<file path="src/rtl/eth_rx_fcs_check_if.sv">
// Byte-stream bundle for the Ethernet receive FCS checker: GMII-style receive side in,
// FCS-stripped payload plus a per-frame verdict out.
interface eth_rx_fcs_check_if #(
    parameter int LEN_W = 11
) ();
    logic             rx_dv;
    logic             rx_er;
    logic [7:0]       rx_data;
    logic             out_valid;
    logic [7:0]       out_data;
    logic             frame_done;
    logic             frame_ok;
    logic [LEN_W-1:0] frame_len;

    // master: the receive front end feeding the checker and consuming its results
    modport master (
        output rx_dv, rx_er, rx_data,
        input  out_valid, out_data, frame_done, frame_ok, frame_len
    );

    modport slave (
        input  rx_dv, rx_er, rx_data,
        output out_valid, out_data, frame_done, frame_ok, frame_len
    );
endinterface

</file>
<file path="src/rtl/eth_rx_fcs_check.sv">
// Ethernet receive FCS checker: strips preamble/SFD, forwards payload without its FCS and
// issues a one-cycle good/bad verdict per frame. Define RX_FCS_STATS_EN for good/bad frame counters.
module eth_rx_fcs_check #(
    parameter int MIN_LEN = 64,
    parameter int MAX_LEN = 1518,
    parameter int LEN_W   = 11
) (
    input  logic              clock,
    input  logic              reset,
    eth_rx_fcs_check_if.slave bus
`ifdef RX_FCS_STATS_EN
    ,
    input  logic              stats_clear,
    output logic [15:0]       good_cnt,
    output logic [15:0]       bad_cnt
`endif
);

    localparam int               DATA_W      = 8;
    localparam logic [DATA_W-1:0] PRE_BYTE   = 8'h55;
    localparam logic [DATA_W-1:0] SFD_BYTE   = 8'hD5;
    localparam logic [31:0]      CRC_POLY    = 32'hEDB88320;
    localparam logic [31:0]      CRC_INIT    = 32'hFFFFFFFF;
    localparam logic [31:0]      CRC_RESIDUE = 32'hDEBB20E3;
    localparam logic [LEN_W-1:0] CNT_SAT     = LEN_W'(MAX_LEN + 1);
    localparam logic [LEN_W-1:0] FCS_BYTES   = LEN_W'(4);

    typedef enum logic [1:0] {
        ST_IDLE,
        ST_PRE,
        ST_DATA,
        ST_DROP
    } state_t;

    // Reflected CRC-32, one byte per call, data LSB first.
    function automatic logic [31:0] crc32_byte(input logic [31:0] crc_in,
                                               input logic [DATA_W-1:0] data);
        logic [31:0] c;
        c = crc_in;
        for (int i = 0; i < DATA_W; i++) begin
            if (c[0] ^ data[i]) c = (c >> 1) ^ CRC_POLY;
            else                c = c >> 1;
        end
        return c;
    endfunction

    // Payload length floors at zero for frames shorter than the FCS itself.
    function automatic logic [LEN_W-1:0] payload_len(input logic [LEN_W-1:0] total);
        return (total < FCS_BYTES) ? '0 : total - FCS_BYTES;
    endfunction

    function automatic logic len_in_range(input logic [LEN_W-1:0] total);
        return (int'(total) >= MIN_LEN) && (int'(total) <= MAX_LEN);
    endfunction

    state_t state, state_nxt;
    logic   start_frame, take_byte, end_frame;

    logic [31:0]       crc_p0;
    logic [LEN_W-1:0]  cnt_p0;
    logic              err_p0;
    logic [DATA_W-1:0] dly_p0, dly_p1, dly_p2, dly_p3;

    logic              vld_p1;
    logic [DATA_W-1:0] data_p1;
    logic              done_p1;
    logic              ok_p1;
    logic [LEN_W-1:0]  len_p1;

    logic              out_en;
    logic              verdict_ok;

    always_ff @(posedge clock) begin
        if (reset) state <= ST_IDLE;
        else       state <= state_nxt;
    end

    always_comb begin
        state_nxt   = state;
        start_frame = 1'b0;
        take_byte   = 1'b0;
        end_frame   = 1'b0;
        case (state)
            ST_IDLE: begin
                if (bus.rx_dv) state_nxt = (bus.rx_data == PRE_BYTE) ? ST_PRE : ST_DROP;
            end
            ST_PRE: begin
                if (!bus.rx_dv) begin
                    state_nxt = ST_IDLE;
                end else if (bus.rx_data == SFD_BYTE) begin
                    state_nxt   = ST_DATA;
                    start_frame = 1'b1;
                end else if (bus.rx_data != PRE_BYTE) begin
                    state_nxt = ST_DROP;
                end
            end
            ST_DATA: begin
                if (bus.rx_dv) begin
                    take_byte = 1'b1;
                end else begin
                    state_nxt = ST_IDLE;
                    end_frame = 1'b1;
                end
            end
            ST_DROP: begin
                if (!bus.rx_dv) state_nxt = ST_IDLE;
            end
            default: state_nxt = ST_IDLE;
        endcase
    end

    // A byte leaves the delay line once four newer bytes exist behind it; frames that
    // run past MAX_LEN stop producing output.
    assign out_en     = take_byte && (cnt_p0 >= FCS_BYTES) && (int'(cnt_p0) < MAX_LEN);
    assign verdict_ok = (crc_p0 == CRC_RESIDUE) && len_in_range(cnt_p0) && !(err_p0 || bus.rx_er);

    // Stage p0: CRC accumulation, byte count and 4-byte FCS delay line
    always_ff @(posedge clock) begin
        if (reset) begin
            crc_p0 <= '0;
            cnt_p0 <= '0;
            err_p0 <= 1'b0;
            dly_p0 <= '0;
            dly_p1 <= '0;
            dly_p2 <= '0;
            dly_p3 <= '0;
        end else if (start_frame) begin
            crc_p0 <= CRC_INIT;
            cnt_p0 <= '0;
            err_p0 <= 1'b0;
        end else if (take_byte) begin
            crc_p0 <= crc32_byte(crc_p0, bus.rx_data);
            if (cnt_p0 != CNT_SAT) cnt_p0 <= cnt_p0 + LEN_W'(1);
            if (bus.rx_er) err_p0 <= 1'b1;
            dly_p0 <= bus.rx_data;
            dly_p1 <= dly_p0;
            dly_p2 <= dly_p1;
            dly_p3 <= dly_p2;
        end
    end

    // Stage p1: registered payload byte and frame verdict
    always_ff @(posedge clock) begin
        if (reset) begin
            vld_p1  <= 1'b0;
            data_p1 <= '0;
            done_p1 <= 1'b0;
            ok_p1   <= 1'b0;
            len_p1  <= '0;
        end else begin
            vld_p1  <= out_en;
            done_p1 <= end_frame;
            ok_p1   <= end_frame && verdict_ok;
            len_p1  <= end_frame ? payload_len(cnt_p0) : '0;
            if (out_en) data_p1 <= dly_p3;
        end
    end

    assign bus.out_valid  = vld_p1;
    assign bus.out_data   = data_p1;
    assign bus.frame_done = done_p1;
    assign bus.frame_ok   = ok_p1;
    assign bus.frame_len  = len_p1;

`ifdef RX_FCS_STATS_EN
    // Clear wins over a same-cycle increment; both counters stick at all-ones.
    always_ff @(posedge clock) begin
        if (reset || stats_clear) begin
            good_cnt <= '0;
            bad_cnt  <= '0;
        end else if (done_p1) begin
            if (ok_p1) begin
                if (good_cnt != 16'hFFFF) good_cnt <= good_cnt + 16'd1;
            end else begin
                if (bad_cnt != 16'hFFFF) bad_cnt <= bad_cnt + 16'd1;
            end
        end
    end
`endif

endmodule

</file>
<file path="src/flat_wrapper.sv">
// flat-port wrapper written by rule: the top's interface ports become plain ports
module eth_rx_fcs_check_flat 
#(
    parameter int MIN_LEN = 64,
    parameter int MAX_LEN = 1518,
    parameter int LEN_W   = 11
)
  (clock, reset, bus_rx_dv, bus_rx_er, bus_rx_data, bus_out_valid, bus_out_data, bus_frame_done, bus_frame_ok, bus_frame_len);
  eth_rx_fcs_check_if #(.LEN_W(LEN_W)) bus_i ();
  input  logic clock;
  input  logic reset;
  input wire logic [$bits(bus_i.rx_dv)-1:0] bus_rx_dv;
  input wire logic [$bits(bus_i.rx_er)-1:0] bus_rx_er;
  input wire logic [$bits(bus_i.rx_data)-1:0] bus_rx_data;
  output wire logic [$bits(bus_i.out_valid)-1:0] bus_out_valid;
  output wire logic [$bits(bus_i.out_data)-1:0] bus_out_data;
  output wire logic [$bits(bus_i.frame_done)-1:0] bus_frame_done;
  output wire logic [$bits(bus_i.frame_ok)-1:0] bus_frame_ok;
  output wire logic [$bits(bus_i.frame_len)-1:0] bus_frame_len;
  assign bus_i.rx_dv = bus_rx_dv;
  assign bus_i.rx_er = bus_rx_er;
  assign bus_i.rx_data = bus_rx_data;
  assign bus_out_valid = bus_i.out_valid;
  assign bus_out_data = bus_i.out_data;
  assign bus_frame_done = bus_i.frame_done;
  assign bus_frame_ok = bus_i.frame_ok;
  assign bus_frame_len = bus_i.frame_len;
  eth_rx_fcs_check #(.MIN_LEN(MIN_LEN), .MAX_LEN(MAX_LEN), .LEN_W(LEN_W)) u_core (.clock(clock), .reset(reset), .bus(bus_i));
endmodule
</file>
<file path="config.mk">
export PLATFORM = sky130hd
export DESIGN_NAME = eth_rx_fcs_check_flat
export DESIGN_NICKNAME = d
export VERILOG_FILES = /design/src/rtl/eth_rx_fcs_check_if.sv /design/src/rtl/eth_rx_fcs_check.sv /design/src/flat_wrapper.sv
export SDC_FILE = /design/constraint.sdc
export NUM_CORES = 1
export LEC_CHECK = 0
export ABC_CLOCK_PERIOD_IN_PS = 4100
export BUFFER_PORTS_ARGS = -buffer_cell sky130_fd_sc_hd__buf_2
export CAP_MARGIN = 10
export CELL_PAD_IN_SITES_DETAIL_PLACEMENT = 1
export CELL_PAD_IN_SITES_GLOBAL_PLACEMENT = 2
export CORE_UTILIZATION = 25
export DETAILED_ROUTE_END_ITERATION = 10
export GPL_TIMING_DRIVEN = 0
export MAX_ROUTING_LAYER = met4
export PLACE_DENSITY_LB_ADDON = 0.2
export SLEW_MARGIN = 40
export SYNTH_ARGS = -nofsm -noshare
export SYNTH_HDL_FRONTEND = slang
export SYNTH_SLANG_ARGS = --single-unit
</file>
<file path="constraint.sdc">
create_clock -name clock -period 4.1 [get_ports clock]
set_input_delay 0.205 -clock clock [delete_from_list [all_inputs] [get_ports clock]]
set_output_delay 0.205 -clock clock [all_outputs]
set_load 0.02 [all_outputs]
</file>
-- Word level (Yosys, flattened, before mapping)
Index checks and enable logic that the tools add are counted.
- magnitude comparators: 5
- add/subtract/negate cells: 2
- bitwise logic cells: 18
- muxes and demuxes: 45
- reductions and logical operators: 17
- equality and inequality tests: 11
- operator list (operator ; number):
    32-bit two-way mux ; 31
    13-bit inverter with 14-bit output ; 8
    32-bit == test, second input constant ; 1
    2-bit two-way mux ; 6
    11-bit by 1-bit adder with 11-bit output, second input constant ; 1
    11-bit by 3-bit >= comparator with 1-bit output, second input constant ; 1
    11-bit by 7-bit >= comparator with 1-bit output, second input constant ; 1
    11-bit less-or-equal comparator, second input constant ; 1
    11-bit less-than comparator, second input constant ; 1
    11-bit by 3-bit less-than comparator with 1-bit output, second input constant ; 1
    11-bit != test, second input constant ; 1
    11-bit by 3-bit subtractor with 11-bit output, second input constant ; 1
    8-bit by 7-bit == test with 1-bit output, second input constant ; 1
    8-bit == test, second input constant ; 1
    8-bit by 7-bit != test with 1-bit output, second input constant ; 1
    1-bit XOR ; 8
    1-bit two-way mux ; 7
    1-bit logical AND ; 6
    2-bit case mux with 3 select lines ; 1
    2-bit AND reduction ; 3
    2-bit == test, second input constant ; 2
    2-bit != test, second input constant ; 2
    4-bit by 2-bit != test with 1-bit output, second input constant ; 1
    2-bit OR reduction ; 2
    other kinds (8) ; 9
- bits in registers: 100
- input port bits: 12
- output and inout port bits: 22
- word-level logic and storage cells: 111

-- Longest topological paths before layout
- depth in word-level cells: 40
- gate-level depth with buffers: 7
- gate-level depth less buffers: 7

-- Least setup slack after synthesis
No wires, ideal clock.
- kind: register to register
- start: register u_core.crc_p0[1]
- end: register u_core.crc_p0[19]
- required time: 4.013 ns
- arrival: 1.835 ns
- slack: 2.178 ns
- stages on the path, launching flop included: 6
- library setup time: 0.087 ns
- buffers on the path: 0
- clock period less this slack: 1.922 ns
- cells stage by stage: dfxtp_1 -> xnor2_2 -> xor2_4 -> xnor2_2 -> xnor3_1 -> a221oi_2
- cells in the longest elaborated chain, start to end: 33
- ends and longest elaborated chain (element ; line ; text):
    from (decl) ; eth_rx_fcs_check.sv:59 ; logic [31:0] crc_p0;
    from (signal assigned) ; eth_rx_fcs_check.sv:132 ; crc_p0 <= crc32_byte(crc_p0, bus.rx_data);
    32-bit two-way mux ; eth_rx_fcs_check.sv:41 ; if (c[0] ^ data[i]) c = (c >> 1) ^ CRC_POLY;
    32-bit two-way mux ; eth_rx_fcs_check.sv:131 ; end else if (take_byte) begin
    32-bit two-way mux ; eth_rx_fcs_check.sv:127 ; end else if (start_frame) begin
    32-bit two-way mux ; eth_rx_fcs_check.sv:119 ; if (reset) begin
    1-bit XOR ; eth_rx_fcs_check.sv:41 ;
    32-bit two-way mux ; eth_rx_fcs_check.sv:41 ;
    32-bit two-way mux ; eth_rx_fcs_check.sv:131 ;
    32-bit two-way mux ; eth_rx_fcs_check.sv:127 ;
    [... 17 more ...] ; -- ;
    32-bit two-way mux ; eth_rx_fcs_check.sv:41 ;
    32-bit two-way mux ; eth_rx_fcs_check.sv:131 ;
    32-bit two-way mux ; eth_rx_fcs_check.sv:127 ;
    32-bit two-way mux ; eth_rx_fcs_check.sv:119 ;
    1-bit XOR ; eth_rx_fcs_check.sv:41 ;
    32-bit two-way mux ; eth_rx_fcs_check.sv:41 ;
    32-bit two-way mux ; eth_rx_fcs_check.sv:131 ;
    32-bit two-way mux ; eth_rx_fcs_check.sv:127 ;
Every way passes these cells. The select of a mux whose other input is x is not followed.
A chain may end at the register's enable or synchronous reset.

-- Final worst setup path
- start: register u_core.crc_p0[7]
- end: register u_core.crc_p0[19]
- cells in the longest elaborated chain, start to end: 33
- ends and longest elaborated chain (element ; line):
    32-bit two-way mux * ; eth_rx_fcs_check.sv:41
    32-bit two-way mux * ; eth_rx_fcs_check.sv:131
    32-bit two-way mux * ; eth_rx_fcs_check.sv:127
    32-bit two-way mux * ; eth_rx_fcs_check.sv:119
    13-bit inverter with 14-bit output (no source line) ; --
    32-bit two-way mux * ; eth_rx_fcs_check.sv:41
    32-bit two-way mux * ; eth_rx_fcs_check.sv:131
    32-bit two-way mux * ; eth_rx_fcs_check.sv:127
    [... 17 more ...] ; --
    32-bit two-way mux * ; eth_rx_fcs_check.sv:41
    32-bit two-way mux * ; eth_rx_fcs_check.sv:131
    32-bit two-way mux * ; eth_rx_fcs_check.sv:127
    32-bit two-way mux * ; eth_rx_fcs_check.sv:119
    1-bit XOR * ; eth_rx_fcs_check.sv:41
    32-bit two-way mux * ; eth_rx_fcs_check.sv:41
    32-bit two-way mux * ; eth_rx_fcs_check.sv:131
    32-bit two-way mux * ; eth_rx_fcs_check.sv:127
Every way passes the cells marked *; elsewhere a longest branch is shown, timed or not. The select of a mux whose other input is x is not followed.

==> reports/results.ini <==
[logic_synthesis]
ys.flop_type=dfxtp_1
seq_area_frac_synth_pct=43.3
yosysTopAreaCell=dfxtp_1
synth_area_per_cell_um2=9.47
synthesis.area_um2=4620
synth-edff-count=0
synthTopCellsByArea=dfxtp_1 43%, xnor2_1 11%, nand2_1 6.6%, a21oi_1 4.5%, nor2_1 3.1%
yosysUniqueCellTypes=54
ys_ff_latch=100
synth_top_cell_area_share_pct=43.3
synth_nets=505
yosysWarnings=0
synthCells=488
ys_async_sr_fraction_pct=0

[detailed_routing]
wl_met3_um=394
drt-met1-wl_mm=6.84
viasPerCell=4.49
firstDrtPassIters=4
drc=0
drt-initial-drc-count=142
num_vias=3434
postRouteAntennaNets=0
wl_met2_mm=5.43
wl_per_cell_um=16.7
dr.max_layer_used=met4
routed_wirelength_mm=12.8

[clocking]
ctsHtreeMaxLevel=3
cts_buffer_depth=2
tritoncts=yes
cts_sinks=100
cts.clk_slew.worst_paths_ns=0.07
post_cts_resized=0
clk_latency_ns=0.35
numCtsBuffers=9
cts_setup_buffers=0
cts_root_buf=clkbuf_16
cts_hold_buf=0

[power]
p_sw_share_pct=27.1
irDropWorstVdd_mv=0.220
cellPowerDensity_nw_per_um2=441
intPower_mw=1.73
p_comb_share_pct=17.9
sequentialPowerShare_pct=42.9
p_leak_nw=1.94
clock_power_share_pct=39.2
p_sw_mw=0.643

[grt]
antenna_found_initial=0
overflow=0
grt_pass1_wl_mm=20.1
grt_pass1_vias=3407
grt_max_degree=17
grtUsageTotal_pct=14.9

[placed_design]
gp_congestion=0.820
hpwl_mm=9.41
dp.cells=748
port_buffers=31

[sta]
timing.fmax_ghz=0.455
fin_skew_ns=0.00797
tns_ns=0
final-max-slew-violation-count=0
worst-slew-pin-transition_ns=0.772
fin_crit_sh_pct=53.6
final-hold-violation-count=0
min_period_ns=2.20
finalSetupViolations=0
slew_headroom_pct=48.1
rsz0062_at_grt=false

[die]
die_area_um2=19000
dieWidth_um=138
core_area_um2=18000
ios=34
die_y_um=138
start_util_pct=25.6
rows=49

[min_path]
hp-class=input port to flop

[status]
status=complete, no violations

[layout]
fillerInstances=2108
num_antenna_cells=0
fin_cells=764
nNetsFinal=547
regArea_um2=2000
final_core_util_pct=29.9
syn2layout_area_growth_pct=16.4
multi_input_area_um2=2440
drive_gt1_share_pct=15.1

[run]
cap_violations=0

[setup_path]
crit_path_end_kind=flop
arrival_ns=2.47
cp_max_fo=5
cp.required_ns=4.37
start_kind=flop
crit_type=flop to flop

per-stage QoR:
step | area (µm²) | power, mW | worst slack (ns) | hold WS (ns)
CTS | 5380 | 2.40 | 1.86 | 0.125
global route | 5380 | 2.49 | 1.73 | 0.137
detailed placement | 5060 | 1.46 | 1.81 | 0.447
global placement | 5060 | 1.46 | 1.78 | 0.446
finish | 5380 | 2.37 | 1.90 | 0.127
floorplan | 4620 | 1.37 | 2.18 | 0.341
registers in the layout (all words and copies together), names as in the netlist, 2 cells and up:
signal	count
u_core.cnt_p0	11
u_core.state	2
u_core.dly_p3	8
u_core.bus.frame_len	11
u_core.dly_p0	8
u_core.dly_p1	8
u_core.bus.out_data	8
u_core.dly_p2	8
u_core.crc_p0	32
logic make-up (layout without fill, tap and decap cells):
family | Yosys count | count (layout) | synth area share (%)
AND/OR/NAND/NOR | 155 | 155 | 15.3
flip-flops | 100 | 100 | 43.3
XOR/XNOR | 87 | 87 | 21.0
AO/OA/AOI/OAI | 86 | 86 | 13.3
buffers and inverters | 47 | 94 | 3.95
multiplexers | 8 | 8 | 1.73
adder cells (fa/ha/maj) | 5 | 5 | 1.35
layout make-up:
class                   count  share of cell area [%]
well taps                 229                    5.32
flip-flops and latches    100                    37.2
repair buffers             31                    2.88
plain buffers              32                    2.35
inverters                  15                    1.05
clock inverters             6                    1.65
clock buffers              10                    4.25
multi-input cells         341                    45.3
layout by cell type, fill, tap and decap left out, types with 3 or more instances in the layout:
cell       count
a21oi_1       42
a221oi_1       8
a31oi_1        3
and2_1         3
and4_1         4
buf_1          4
buf_2         36
clkbuf_1      24
clkbuf_16      9
dfxtp_1      100
ha_1           5
inv_1         14
mux2i_1        8
nand2_1       81
nand4_1        5
nor2_1        38
nor4_1         4
nor4bb_1       4
o21ai_0        4
o221a_2       11
or4_1          3
xnor2_1       60
xnor2_2        6
xnor2_4        5
xor2_1        11
worst max-delay path: stages, from the launching register on:
cell	delay [ns]
dfxtp_1	0.35
xnor2_2	0.52
xor2_4	0.22
xnor2_2	0.35
xnor3_1	0.47
a221oi_2	0.20
routing by layer:
metal	vias up	global-route usage [%]
met4	0	3.08
met5	-	-
li1	1733	-
met1	1646	20.9
met2	45	21.4
met3	10	3.51
worst paths after layout:
| path | from | cells past startpoint | end | slack [ns] |
|---|---|---|---|---|
| worst max-delay path | u_core.crc_p0[7]$_SDFFE_PP0P_ | 5 | u_core.crc_p0[19]$_SDFFE_PP0P_ | 1.90 |
| worst min-delay path | bus_rx_er | 3 | u_core.err_p0$_SDFFE_PP0P_ | 0.13 |
| worst max register to register | u_core.crc_p0[7]$_SDFFE_PP0P_ | 5 | u_core.crc_p0[19]$_SDFFE_PP0P_ | 1.90 |
| worst min register to register | u_core.dly_p0[7]$_SDFFE_PP0P_ | 2 | u_core.dly_p0[7]$_SDFFE_PP0P_ | 0.45 |
power by group through the flow:
stage | registers, mW | clock network (mW) | logic [mW]
final | 1.02 | 0.931 | 0.424
after floorplan | 1.03 | 0 | 0.336
after global routing | 1.02 | 1.01 | 0.460
after CTS | 1.02 | 0.959 | 0.429
after detailed placement | 1.04 | 0 | 0.425
after global placement | 1.04 | 0 | 0.425
synthesized netlist by cell type (5+ instances only):
cell type / number
xor2_1: 11
nand2_1: 81
a221oi_1: 8
mux2i_1: 8
buf_2: 5
dfxtp_1: 100
xnor2_1: 60
xnor2_4: 5
o221a_2: 11
clkbuf_1: 23
ha_1: 5
nor2_1: 38
a21oi_1: 42
inv_1: 14
nand4_1: 5
xnor2_2: 6
(Power assumes the default switching activity.)
